File: config.mk
export PLATFORM = sky130hd
export DESIGN_NAME = paillier_result_collector
export DESIGN_NICKNAME = d
export VERILOG_FILES = /design/src/rtl/paillier_result_collector_pkg.sv /design/src/rtl/paillier_word_buf.sv /design/src/rtl/paillier_result_collector.sv
export SDC_FILE = /design/constraint.sdc
export NUM_CORES = 2
export LEC_CHECK = 0
export CAP_MARGIN = 40
export CORE_ASPECT_RATIO = 1.2
export CORE_MARGIN = 2
export CORE_UTILIZATION = 52
export CTS_BUF_LIST = sky130_fd_sc_hd__clkbuf_8
export DETAILED_ROUTE_END_ITERATION = 8
export PLACE_DENSITY = 0.82
export REMOVE_ABC_BUFFERS = 1
export SLEW_MARGIN = 30
export SYNTH_ARGS = -nofsm -noshare
export SYNTH_HDL_FRONTEND = slang
export SYNTH_SLANG_ARGS = --single-unit
File: constraint.sdc
create_clock -name clk -period 7.13 [get_ports clk]
set_input_delay 2.139 -clock clk [delete_from_list [all_inputs] [get_ports clk]]
set_output_delay 2.139 -clock clk [all_outputs]
set_load 0.02 [all_outputs]
File: src/rtl/paillier_result_collector_pkg.sv
// paillier_result_collector_pkg: shared constants, op codes and collector state encoding
package paillier_result_collector_pkg;
  localparam int COL_DATA_W    = 128;
  localparam int COL_MAX_WORDS = 32;
  localparam int COL_CNT_W     = 6;
  localparam logic [3:0] OP_ENCRY    = 4'b0001;
  localparam logic [3:0] OP_DECRY    = 4'b0010;
  localparam logic [3:0] OP_HOMO_ADD = 4'b0100;
  localparam logic [3:0] OP_HOMO_MUL = 4'b1000;
  typedef enum logic [1:0] {
    ST_IDLE    = 2'd0,
    ST_CAPTURE = 2'd1,
    ST_DRAIN   = 2'd2
  } col_state_e;
endpackage

File: src/rtl/paillier_word_buf.sv
// paillier_word_buf: unreset register file, one sync write port, one async read port
module paillier_word_buf #(
  parameter int DATA_W = 128,
  parameter int DEPTH  = 32,
  parameter int AW     = 5
) (
  input  logic              clk,
  input  logic              we,
  input  logic [AW-1:0]     waddr,
  input  logic [DATA_W-1:0] wdata,
  input  logic [AW-1:0]     raddr,
  output logic [DATA_W-1:0] rdata
);
  logic [DATA_W-1:0] mem [DEPTH];
  // store one word on the edge of a write cycle
  always_ff @(posedge clk) begin
    if (we) mem[waddr] <= wdata;
  end
  assign rdata = mem[raddr];
endmodule

File: src/rtl/paillier_result_collector.sv
// paillier_result_collector: buffers a core result stream and replays it over valid/ready
module paillier_result_collector
  import paillier_result_collector_pkg::*;
#(
  parameter int DATA_W    = COL_DATA_W,
  parameter int MAX_WORDS = COL_MAX_WORDS,
  parameter int CNT_W     = COL_CNT_W
) (
  input  logic              clk,
  input  logic              rst,
  input  logic              in_output_start,
  input  logic              in_done,
  input  logic [DATA_W-1:0] in_result,
  input  logic [3:0]        in_op,
  output logic              out_valid,
  input  logic              out_ready,
  output logic [DATA_W-1:0] out_data,
  output logic [CNT_W-1:0]  out_index,
  output logic              out_last,
  output logic [3:0]        out_op,
  output logic [CNT_W-1:0]  word_count,
  output logic              busy,
  output logic [1:0]        err
);
  localparam int AW = $clog2(MAX_WORDS);
  col_state_e        state_q, state_d;
  logic [CNT_W-1:0]  cnt_q, cnt_d;
  logic [AW-1:0]     ptr_q, ptr_d;
  logic [3:0]        op_q, op_d;
  logic [1:0]        err_q, err_d;
  logic              we;
  logic [AW-1:0]     waddr;
  logic [DATA_W-1:0] rdata;
  logic              drain, last;
  paillier_word_buf #(.DATA_W(DATA_W), .DEPTH(MAX_WORDS), .AW(AW)) u_buf (
    .clk   (clk),
    .we    (we),
    .waddr (waddr),
    .wdata (in_result),
    .raddr (ptr_q),
    .rdata (rdata)
  );
  assign drain      = state_q == ST_DRAIN;
  assign last       = drain && (CNT_W'(ptr_q) == cnt_q - CNT_W'(1));
  assign out_valid  = drain;
  assign out_data   = drain ? rdata : '0;
  assign out_index  = CNT_W'(ptr_q);
  assign out_last   = last;
  assign out_op     = op_q;
  assign word_count = cnt_q;
  assign busy       = state_q != ST_IDLE;
  assign err        = err_q;
  // next state: capture words at the core's rate, drain under consumer handshake
  always_comb begin
    state_d = state_q;
    cnt_d   = cnt_q;
    ptr_d   = ptr_q;
    op_d    = op_q;
    err_d   = err_q;
    we      = 1'b0;
    waddr   = cnt_q[AW-1:0];
    if (state_q == ST_IDLE) begin
      if (in_output_start) begin
        we      = 1'b1;
        waddr   = '0;
        cnt_d   = CNT_W'(1);
        op_d    = in_op;
        err_d   = '0;
        state_d = in_done ? ST_DRAIN : ST_CAPTURE;
      end
    end else if (state_q == ST_CAPTURE) begin
      if (in_output_start) err_d[1] = 1'b1;
      if (in_done) state_d = ST_DRAIN;
      else if (!in_output_start) begin
        if (cnt_q == CNT_W'(MAX_WORDS)) err_d[0] = 1'b1;
        else begin
          we    = 1'b1;
          cnt_d = cnt_q + CNT_W'(1);
        end
      end
    end else begin
      if (in_output_start) err_d[1] = 1'b1;
      if (out_ready) begin
        ptr_d   = last ? '0 : ptr_q + AW'(1);
        state_d = last ? ST_IDLE : ST_DRAIN;
      end
    end
  end
  // state and bookkeeping registers, cleared immediately on reset
  always_ff @(posedge clk or posedge rst) begin
    if (rst) begin
      state_q <= ST_IDLE;
      cnt_q   <= '0;
      ptr_q   <= '0;
      op_q    <= '0;
      err_q   <= '0;
    end else begin
      state_q <= state_d;
      cnt_q   <= cnt_d;
      ptr_q   <= ptr_d;
      op_q    <= op_d;
      err_q   <= err_d;
    end
  end
endmodule

==> results by group <==
Critical path
  – Cell Chain, Critical Path: buf_4, nand3b_1, buf_12, o221ai_1, a211oi_1, nor3_1, clkdlybuf4s50_1
  – CP max stage delay: 800 ps
  – Largest delay share family, worst path: buffers and inverters
  – Crit. End Element: output pin
  – Critical Path AT: 5070 ps
  – Worst R2R Path Depth: 7
  – Critical path class: flip-flop to output pin
  – Crit path buffers/inverters: 3
  – Crit-path max FO: 51
  – Crit path launch type: flip-flop
  – Crit path depth: 7
  – Data required, critical path: 4990 ps
  – Crit-path slowest cell: nor3_1

Drt
  – Vias: 81800
  – Routed Antenna Nets: 0
  – Mean number of vias per cell: 6.60
  – Drt first pass iters: 6
  – Initial DRC Count: 12500
  – Overall routed net length: 414000 um
  – # DRC: 0
  – Detailed-route wire length per cell: 33.4 um

Logic synthesis
  – FFs w/ async S/R, synth: 0.462%
  – Total number of yosys warnings: 0
  – Flip-flop and latch count after synthesis: 4115
  – Commonest cells in the netlist: edfxtp_1, mux4_2, mux2i_1, clkbuf_1, a211oi_1
  – Cells after synthesis: 7121
  – Synth top area cells: edfxtp_1, mux4_2, mux2i_1
  – Most common cell in the netlist: edfxtp_1
  – Yosys top cell area share: 78.5%
  – Ys flop type: edfxtp_1
  – Synth cell types: 48
  – Post-synth EDFFs: 4096
  – Post-synthesis sequential area ratio: 78.8%
  – Mean Syn Cell Area: 22.0 um^2
  – Synth Cell Area: 157000 um^2
  – Area leader, netlist: edfxtp_1

Flow run
  – Max cap viols: 0

Run status
  – Failing checks: setup timing
  – Status: finished with violations

Timing
  – F_max: 139 MHz
  – Worst-Margin Slew: 1050 ps
  – Final Setup Violations: 1
  – PnR worst setup slack: -76.2 ps
  – Final count of hold timing violations: 0
  – Max Slew Vio Count: 0
  – Clock skew: 90.7 ps
  – Max_slew headroom: 30.3%
  – Min cycle time layout: 7210 ps
  – Final Cycle Share: 101%
  – Final hold slack: 489 ps

Finish
  – Share of layout cells above drive strength 1: 23.6%
  – Layout Area Growth over Synthesis: 13.2%
  – # nets final: 8055

Clock network
  – CTS H-tree lvls: 6
  – CTS Buf Count: 603
  – Hold buffer count at CTS: 0
  – CTS max path bufs: 4
  – Clock sinks: 4115
  – Clock root buffer: clkbuf_8
  – Clk pin slew, worst setup/hold paths: 60 ps
  – CTS tree: yes
  – Clk_lat worst skew: 1070 ps

Place
  – Place WS: 922 ps
  – DP HPWL: 215000 um
  – Port Buffer Count: 284
  – Routability Congestion: 0.782

Die
  – Top-Level Pins: 286
  – Die area: 306000 um^2
  – Die height: 605 um
  – Initial core utilization: 52.3%
  – Num rows: 220
  – Core area: 299000 um^2
  – Die Wd: 505 um

Global routing
  – All-Layer GR Usage: 26.5%
  – Gr ovfl total: 0
  – Vias in the first global route: 82800
  – First-pass GRT wire length: 583000 um
  – Initial antenna violation count: 56
  – Largest net degree at the start of global routing: 136

Pwr
  – Max VDD drop: 341 uV
  – Static Leak: 56.3 nW
  – Pwr Density: 325 nW/um^2

Hold path
  – Hold path cells: 2
  – Hold/Removal Path Class: flip-flop to flip-flop
path summary, 6_finish.rpt:
kind	start	end	slack [ps]
max	ptr_q[2]$_DFFE_PP0P_	out_data[46]	-80
min	out_op[3]$_DFFE_PP0P_	out_op[3]$_DFFE_PP0P_	490
max reg2reg	word_count[0]$_DFFE_PP0P_	u_buf.mem[30][74]$_DFFE_PP_	3330
min reg2reg	out_op[3]$_DFFE_PP0P_	out_op[3]$_DFFE_PP0P_	490
max in group asynchronous	rst	ptr_q[3]$_DFFE_PP0P_	5320
min in group asynchronous	rst	err[1]$_DFFE_PP0P_	1350
report_power, final:
group | leakage (nW) | internal (W) | switching [W]
Combinational | 13.1 | 0.00572 | 0.00807
Sequential | 37.0 | 0.0266 | 0.000128
Clock | 6.22 | 0.00840 | 0.00875
Total | 56.3 | 0.0407 | 0.0170
routing by layer:
layer | wire length [um] | track usage [%] | share of wire (%)
met1 | 140000 | 34.5 | 34
met2 | 204000 | 43.2 | 49
met5 | 148 | 0 | 0.036
met4 | 18100 | 12.0 | 4.4
met3 | 51400 | 5.90 | 12
through the flow:
step	total power [W]	setup TNS [ps]	util, %	std cells	cell area [um^2]
after floorplan	0.0358	-	-	6689	154000
after global routing	0.0593	-5.70	59.2	12400	177000
after detailed placement	0.0409	0	55.7	11300	167000
final	0.0577	-76.2	59.2	12400	177000
after CTS	0.0579	0	59.3	12400	178000
after global placement	0.0406	0	55.5	11200	166000
worst min-delay path: stages (launching register included):
cell and delay (ps):
dfrtp_1 350, nand2_1 50, nand2_1 50
cell usage in the layout, fill, tap and decap left out, types with 7 or more instances in the layout:
cell type	netlist	routed
edfxtp_1	4096	4096
mux4_2	728	728
mux2i_1	681	681
clkbuf_8	0	617
inv_1	5	217
buf_4	35	192
clkdlybuf4s50_1	0	153
o22ai_1	148	148
a211oi_1	149	147
clkinv_1	0	130
buf_12	0	127
o221ai_1	106	106
nor2_1	136	101
buf_2	147	94
a22o_1	84	84
a2111oi_0	87	79
a21oi_1	68	68
nor3_1	68	64
a22oi_1	63	63
a2111oi_1	42	50
nand2_1	47	46
nor2b_1	49	45
clkinv_2	0	45
diode_2	0	36
buf_6	28	35
nor2_4	0	34
o21ai_0	29	29
a31oi_1	22	22
clkinvlp_4	0	18
nand3_1	15	14
inv_6	0	14
dfrtp_1	19	14
buf_8	0	10
bufinv_16	0	9
inv_8	0	7
sequential cells by signal, indices dropped and copies added, names as in the netlist:
| name | flops |
|---|---|
| ptr_q | 5 |
| out_op | 4 |
| state_q | 2 |
| u_buf.mem | 4096 |
| err | 2 |
| word_count | 6 |
area by class of cell:
| cell class | count | area (um^2) |
|---|---|---|
| flip-flops and latches | 4115 | 123000 |
| fillers | 19800 | 122000 |
| multi-input cells | 2570 | 31400 |
| clock buffers | 617 | 8490 |
| repair buffers | 620 | 6710 |
| well taps | 3996 | 5000 |
| clock inverters | 440 | 2200 |
| diodes | 36 | 90.1 |
| inverters | 5 | 18.8 |
what timing repair did:
item                                    4_1_cts  5_1_grt
endpoints found under the setup margin       13       10
cloned                                        1        0
gates resized for setup                      11        3
buffers inserted                              1        1
kinds of logic (layout without fill, tap and decap cells):
family	after synthesis	after routing	synth area share, %
and+or+nand+nor	338	339	1.00
DFF	4115	4115	78.8
muxes	1411	1411	14.8
adders and majority gates	3	3	0.0240
xor gates and xnor gates	9	9	0.0503
AOI/OAI and AO/OA	807	807	3.87
other	1	37	0.00239
buffers and inverters	437	1682	1.38
(Power assumes the default switching activity.)
